`src/rtl/audio_i2s_tx.sv`:
```
// Mono I2S transmitter: one 24-bit sample per frame, sent in both slots,
// with a one-deep holding buffer and sticky overrun/underrun flags.
module audio_i2s_tx #(
  parameter int unsigned HALF_BCLK = 4,
  parameter int unsigned SLOT_BITS = 32
) (
  input  logic        clk,
  input  logic        rst_n,
  input  logic [23:0] i_data,
  input  logic        i_valid,
  input  logic        i_clr_flags,
  output logic        o_bclk,
  output logic        o_lrclk,
  output logic        o_sdata,
  output logic        o_overrun,
  output logic        o_underrun
);

  localparam int unsigned DivW      = (HALF_BCLK > 1) ? $clog2(HALF_BCLK) : 1;
  localparam int unsigned FrameBits = 2 * SLOT_BITS;
  localparam int unsigned IdxW      = $clog2(FrameBits);

  logic [DivW-1:0] div_cnt;
  logic [IdxW-1:0] bit_idx, bit_idx_d;
  logic            started;
  logic [23:0]     hold_reg, hold_reg_d;
  logic [23:0]     frame_word, frame_word_d;
  logic            hold_full, hold_full_d;
  logic            div_wrap, fall_ev, frame_start;
  logic            lrclk_d, sdata_d;
  logic [IdxW-1:0] slot_k;
  logic [4:0]      bit_sel;
  logic            overrun_set, underrun_set;

  assign div_wrap = (div_cnt == DivW'(HALF_BCLK - 1));
  assign fall_ev  = div_wrap & o_bclk;

  // The first fall after reset keeps bit_idx at 0 so that it starts a frame.
  always_comb begin
    bit_idx_d = bit_idx;
    if (fall_ev && started) begin
      bit_idx_d = (bit_idx == IdxW'(FrameBits - 1)) ? '0 : bit_idx + IdxW'(1);
    end
  end

  assign frame_start = fall_ev & (bit_idx_d == '0);

  always_comb begin
    lrclk_d = (bit_idx_d >= IdxW'(SLOT_BITS));
    slot_k  = lrclk_d ? bit_idx_d - IdxW'(SLOT_BITS) : bit_idx_d;
    bit_sel = 5'(IdxW'(24) - slot_k);
    sdata_d = 1'b0;
    if (slot_k >= IdxW'(1) && slot_k <= IdxW'(24)) begin
      sdata_d = frame_word[bit_sel];
    end
  end

  always_comb begin
    frame_word_d = frame_word;
    hold_reg_d   = hold_reg;
    hold_full_d  = hold_full;
    overrun_set  = 1'b0;
    underrun_set = 1'b0;
    if (frame_start) begin
      if (hold_full) begin
        frame_word_d = hold_reg;
        if (i_valid) begin
          hold_reg_d = i_data;
        end else begin
          hold_full_d = 1'b0;
        end
      end else if (i_valid) begin
        frame_word_d = i_data;
      end else begin
        underrun_set = 1'b1;
      end
    end else if (i_valid) begin
      hold_reg_d  = i_data;
      hold_full_d = 1'b1;
      overrun_set = hold_full;
    end
  end

  always_ff @(posedge clk or negedge rst_n) begin
    if (!rst_n) begin
      div_cnt    <= '0;
      bit_idx    <= '0;
      started    <= 1'b0;
      hold_reg   <= '0;
      hold_full  <= 1'b0;
      frame_word <= '0;
      o_bclk     <= 1'b0;
      o_lrclk    <= 1'b0;
      o_sdata    <= 1'b0;
      o_overrun  <= 1'b0;
      o_underrun <= 1'b0;
    end else begin
      div_cnt <= div_wrap ? '0 : div_cnt + DivW'(1);
      if (div_wrap) begin
        o_bclk <= ~o_bclk;
      end
      if (fall_ev) begin
        started <= 1'b1;
        o_lrclk <= lrclk_d;
        o_sdata <= sdata_d;
      end
      bit_idx    <= bit_idx_d;
      hold_reg   <= hold_reg_d;
      hold_full  <= hold_full_d;
      frame_word <= frame_word_d;
      // A set event in the same cycle as a clear wins.
      o_overrun  <= overrun_set | (o_overrun & ~i_clr_flags);
      o_underrun <= underrun_set | (o_underrun & ~i_clr_flags);
    end
  end

endmodule

```
`config.mk`:
```
export PLATFORM = sky130hd
export DESIGN_NAME = audio_i2s_tx
export DESIGN_NICKNAME = d
export VERILOG_FILES = /design/src/rtl/audio_i2s_tx.sv
export SDC_FILE = /design/constraint.sdc
export NUM_CORES = 1
export LEC_CHECK = 0
export BUFFER_PORTS_ARGS = -buffer_cell sky130_fd_sc_hd__buf_2
export CORE_MARGIN = 4
export CORE_UTILIZATION = 33
export CTS_BUF_LIST = sky130_fd_sc_hd__clkbuf_16
export CTS_CLUSTER_SIZE = 25
export DETAILED_ROUTE_END_ITERATION = 6
export GPL_ROUTABILITY_DRIVEN = 0
export MAX_ROUTING_LAYER = met4
export PLACE_DENSITY = 0.6
export SYNTH_ARGS = -nofsm -noshare
export SYNTH_HDL_FRONTEND = slang
export SYNTH_SLANG_ARGS = --single-unit
```
`constraint.sdc`:
```
create_clock -name clk -period 4.55 [get_ports clk]
set_input_delay 0.455 -clock clk [delete_from_list [all_inputs] [get_ports clk]]
set_output_delay 0.455 -clock clk [all_outputs]
set_load 0.02 [all_outputs]
```
Word level (Yosys, flattened, before mapping) --
Cells that the tools add are included.
Storage, ports and cells: memory bits (read-only) 0, memories kept 0, flip-flop bits (word level) 63, logic and storage cells 57, bits in latches 0, output and inout bits 5, memory bits (writable) 0
Operators by class: reductions and logical operators 6, div/mod/pow operators 0, eq/ne operators 3, mux-type cells 21, order comparisons 4, add/sub/neg operators 4, shift operators 0, bitwise gates (word level) 8, multipliers 0
Operator list (count):
- $mux 24 | 5
- $mux 6 | 3
- $mux 1 | 11
- $add 6x1->6 const B | 1
- $eq 6x6->1 const B | 1
- $ge 6x1->1 const B | 1
- $ge 6x6->1 const B | 1
- $le 6x5->1 const B | 1
- $logic_not 6->1 | 1
- $lt 5x6->1 const B | 1
- $sub 6x6->6 const B | 1
- $bmux 1 s5 | 1
- $sub 5x5->5 const A | 1
- $and 1x1->1 | 4
- $reduce_bool 2->1 | 2
- $add 2x1->2 const B | 1
- $eq 2x2->1 const B | 1
- $logic_and 1x1->1 | 2
- $mux 2 | 1
- $ne 2x2->1 const B | 1
- $not 1->1 | 2
- $or 1x1->1 | 2
- $reduce_and 2->1 | 1

Depth between registers and ports, before layout --
depth after elaboration 10, mapped depth 15, mapped depth without buffers 12

Least setup slack after synthesis --
OpenSTA, ideal clock, no wires.
kind flip-flop to flip-flop, start reg div_cnt[0], end reg o_sdata, stages on the path, launching flop included 14, data required time 4474 ps, setup slack 1721 ps, arrival time 2752 ps, buffers on the path 2, cell sequence dfrtp_1 > ha_1 > and3_1 > buf_6 > o21ai_4 > buf_6 > o21ai_0 > inv_1 > ha_1 > xor3_1 > a2111oi_0 > o31a_1 > o21ai_1 > o21ai_1
Between the ends: word-level cells in the longest chain between the ends 10
RTL lines:
- from (decl) | line 23 | logic [DivW-1:0] div_cnt;
- from (signal assigned) | line 98 | div_cnt <= div_wrap ? '0 : div_cnt + DivW'(1);
- $eq 2x2->1 (*) | line 35 | assign div_wrap = (div_cnt == DivW'(HALF_BCLK - 1));
- $and 1x1->1 (*) | line 36 | assign fall_ev = div_wrap & o_bclk;
- $logic_and 1x1->1 (*) | line 41 | if (fall_ev && started) begin
- $mux 6 (*) | line 41
- via bit_idx_d[0] | line 24 | logic [IdxW-1:0] bit_idx, bit_idx_d;
- $sub 6x6->6 or $ge 6x6->1 (tied branches) | line 50, 49
- $mux 6 (*) | line 50 | slot_k = lrclk_d ? bit_idx_d - IdxW'(SLOT_BITS) : bit_idx_d;
- $sub 5x5->5 | line 51 | bit_sel = 5'(IdxW'(24) - slot_k);
- $bmux 1 s5 | line 54 | sdata_d = frame_word[bit_sel];
- $mux 1 (not written as such) | line 54
- $mux 1 (*) | line 53 | if (slot_k >= IdxW'(1) && slot_k <= IdxW'(24)) begin
- to (signal assigned) | line 105 | o_sdata <= sdata_d;
- to (decl) | line 14 | output logic o_sdata,
Mark *: on every way through the listed nets, which the timed path passes. The rest lies on a longest branch. The select of a mux whose other input is x is not followed. A chain may end at the register's enable or synchronous reset.

Final worst setup path --
start reg div_cnt[0], end reg hold_reg[16]
Between the ends: word-level cells in the longest chain between the ends 7
RTL lines:
- $eq 2x2->1 (*) | line 35
- $and 1x1->1 (*) | line 36
- $logic_and 1x1->1 | line 41
- $mux 6 | line 41
- $logic_not 6->1 | line 46 | assign frame_start = fall_ev & (bit_idx_d == '0);
- $and 1x1->1 (*) | line 46
- $ne 2x2->1 (no source line) or $mux 24 (tied branches)
- to (signal assigned) | line 108 | hold_reg <= hold_reg_d;
- to (decl) | line 26 | logic [23:0] hold_reg, hold_reg_d;
Mark *: on every way between the ends. The rest lies on a longest branch, timed or not.

==> impl_metrics.py <==
metrics = {
    "outcome": {
        "status": "complete, no violations",
    },
    "timing": {
        "hold_viol": 0,
        "fin_setup_tns_ns": 0,
        "fmax_mhz": 266,
        "grt_setup_unrepaired": "no",
        "slew_headroom_pct": 45.8,
        "finalClockSkew_ns": 0.00789,
        "finalMaxSlewViolations": 0,
        "setup_ws_ns": 0.790,
        "period_share_pct": 82.6,
        "period_needed_ns": 3.76,
        "worstMarginPinSlew_ns": 0.813,
        "setup_violations": 0,
    },
    "route": {
        "drc_errors": 0,
        "drtAntennaViolNets": 0,
        "wl_per_cell_um": 14.2,
        "drt-pass1-iter-count": 4,
        "drt_wl_total_mm": 6.81,
        "via_per_inst": 4.84,
        "drt_iter0_drc": 120,
        "vias": 2325,
    },
    "yosys": {
        "synth_cells": 307,
        "synth_cell_types": 50,
        "netlist_area_um2": 3490,
        "yosysSeqAreaShare_pct": 45.2,
        "synth-seq-cells": 63,
        "yosysMostFrequentCell": "dfrtp_1",
        "ys.flop_type": "dfrtp_1",
        "synth_top_area_share_pct": 45.2,
        "synthArstFlopShare_pct": 100,
        "synth_warnings": 0,
        "synth_area_per_cell_um2": 11.4,
        "synth_fp_nets": 339,
        "netlist_top_cells_area": "dfrtp_1 45%, mux2i_1 9.2%, mux2_4 8.6%",
        "synth-edff-count": 0,
        "synth_common_cells": "63 x dfrtp_1, 51 x nand2_1, 32 x mux2i_1",
        "synth_area_leader_cell": "dfrtp_1",
    },
    "floorplan": {
        "initial_core_util_pct": 33.8,
        "die_h_um": 111,
        "fp-row-count": 37,
        "core_um2": 10300,
        "io_pins": 33,
        "dieArea_um2": 12300,
        "die_x_um": 111,
    },
    "placement": {
        "place_hpwl_mm": 4.67,
        "io_buffer_count": 32,
        "dp_slack_ns": 0.808,
    },
    "clocking": {
        "ctsResizeCount": 0,
        "hold_buffers": 0,
        "cts_max_level": 3,
        "cts_sinks": 63,
        "cts_buffers": 9,
        "clk_latency_ns": 0.33,
        "clock_path_buffers": 2,
        "cts_root_buf": "clkbuf_16",
        "tritoncts": "yes",
        "clk_pin_slew_worst_paths_ns": 0.05,
        "postCtsSetupBuffers": 0,
    },
    "power_and_ir_drop": {
        "internal-power_mw": 1.10,
        "irDropWorstVdd_uv": 136,
        "power_mw": 1.43,
        "p_clk_share_pct": 46.3,
        "comb_power_share_pct": 9.0,
        "power_density_nw_per_um2": 353,
        "leakagePower_nw": 2.02,
        "switchingPower_uw": 330,
        "p_seq_share_pct": 44.7,
        "swShare_pct": 23.1,
    },
    "worst_hold_path": {
        "hp-class": "primary input to async pin",
    },
    "setup_path": {
        "setup.worst_path.start_class": "flip-flop",
        "path_class": "flip-flop to flip-flop",
        "crit_path_end_kind": "flip-flop",
        "critPathMaxFanout": 16,
        "required_ns": 4.76,
        "cp.arrival_ns": 3.97,
    },
    "grt": {
        "grt_max_degree": 64,
        "grt_overflow": 0,
        "grt_pass1_wl_mm": 12.0,
        "grt_usage_pct": 12.2,
        "grt_pass1_vias": 2526,
        "antenna_found_initial": 0,
    },
    "layout": {
        "nNetsFinal": 371,
        "syn2layout_area_growth_pct": 16.0,
        "post-route-util_pct": 39.2,
        "drive_gt1_share_pct": 27.6,
        "num_antenna_cells": 0,
    },
    "run": {
        "maxCapViolations": 0,
    },
}
==> metal layers <==
metal | track usage, % | vias to the layer above | routed length, um
met5 | - | - | 0
met4 | 3.94 | 0 | 95
met3 | 3.66 | 10 | 209
met2 | 19.7 | 29 | 3240
met1 | 14.8 | 1118 | 3270
li1 | - | 1168 | -
==> per-stage QoR <==
step	area, um^2	hold slack, ns	cells
floorplan	3490	0.159	307
global placement	3760	0.417	464
detailed placement	3760	0.428	464
CTS	4050	0.305	480
global route	4050	0.323	480
finish	4050	0.289	480
==> cell type report <==
| class | count | area [um^2] |
|---|---|---|
| Sequential cell | 63 | 1580 |
| Inverter | 8 | 30.0 |
| Fill cell | 1025 | 6280 |
| Timing Repair Buffer | 39 | 213 |
| Clock buffer | 9 | 225 |
| Clock inverter | 7 | 63.8 |
| Multi-Input combinational cell | 218 | 1770 |
| Tap cell | 136 | 170 |
==> worst paths after layout <==
check                       startpoint           end  cells after the start  slack [ns]
min in group clk           i_clr_flags    o_underrun                      2        0.32
min reg2reg                 div_cnt[0]    div_cnt[0]                      1        0.43
max                         div_cnt[0]  hold_reg[16]                     10        0.79
min                              rst_n        o_bclk                      2        0.29
max in group asynchronous        rst_n    bit_idx[1]                      2        3.71
max reg2reg                 div_cnt[0]  hold_reg[16]                     10        0.79
==> worst max-delay path: stages (launching register included) <==
cell and delay, ns:
dfrtp_1 0.34, ha_1 0.28, and3_1 0.73, mux2i_1 0.47
ha_1 0.30, nand2_1 0.12, nor2_2 0.19, nand3_4 0.12
o21ai_4 0.44, buf_4 0.31, mux2_4 0.31
==> placed cells by master (no fill, tap or decap), types with 3 or more instances in the layout <==
master      n
buf_2      32
a2111oi_0   3
mux2_4     20
clkbuf_16   9
clkinv_2    3
nand2_1    51
o2111a_1    4
buf_4       7
dfrtp_1    63
ha_1        4
nand3_4     4
o32ai_1     3
nand3_1     6
xor2_1      3
o21ai_0    24
inv_1       8
o21ai_1     9
mux2_2      7
and3_1      5
mux2i_1    32
and2_1      3
==> power groups by stage <==
stage / logic, mW / clock network, mW / registers [mW]
2_1_floorplan: 0.0904 / 0 / 0.639
3_3_place_gp: 0.129 / 0 / 0.646
3_5_place_dp: 0.131 / 0 / 0.647
4_1_cts: 0.132 / 0.677 / 0.638
5_1_grt: 0.148 / 0.702 / 0.645
6_report: 0.129 / 0.661 / 0.637
==> cell families after synthesis <==
group	count (synthesis)	synth area share (%)
AND/OR/NAND/NOR	78	11.4
AO/OA/AOI/OAI	66	13.5
flip-flops	63	45.2
multiplexers	61	20.7
buffers and inverters	26	4.34
XOR/XNOR	8	3.19
adder cells (fa/ha/maj)	5	1.72
No activity file was read; power rests on OpenSTA's default activity.
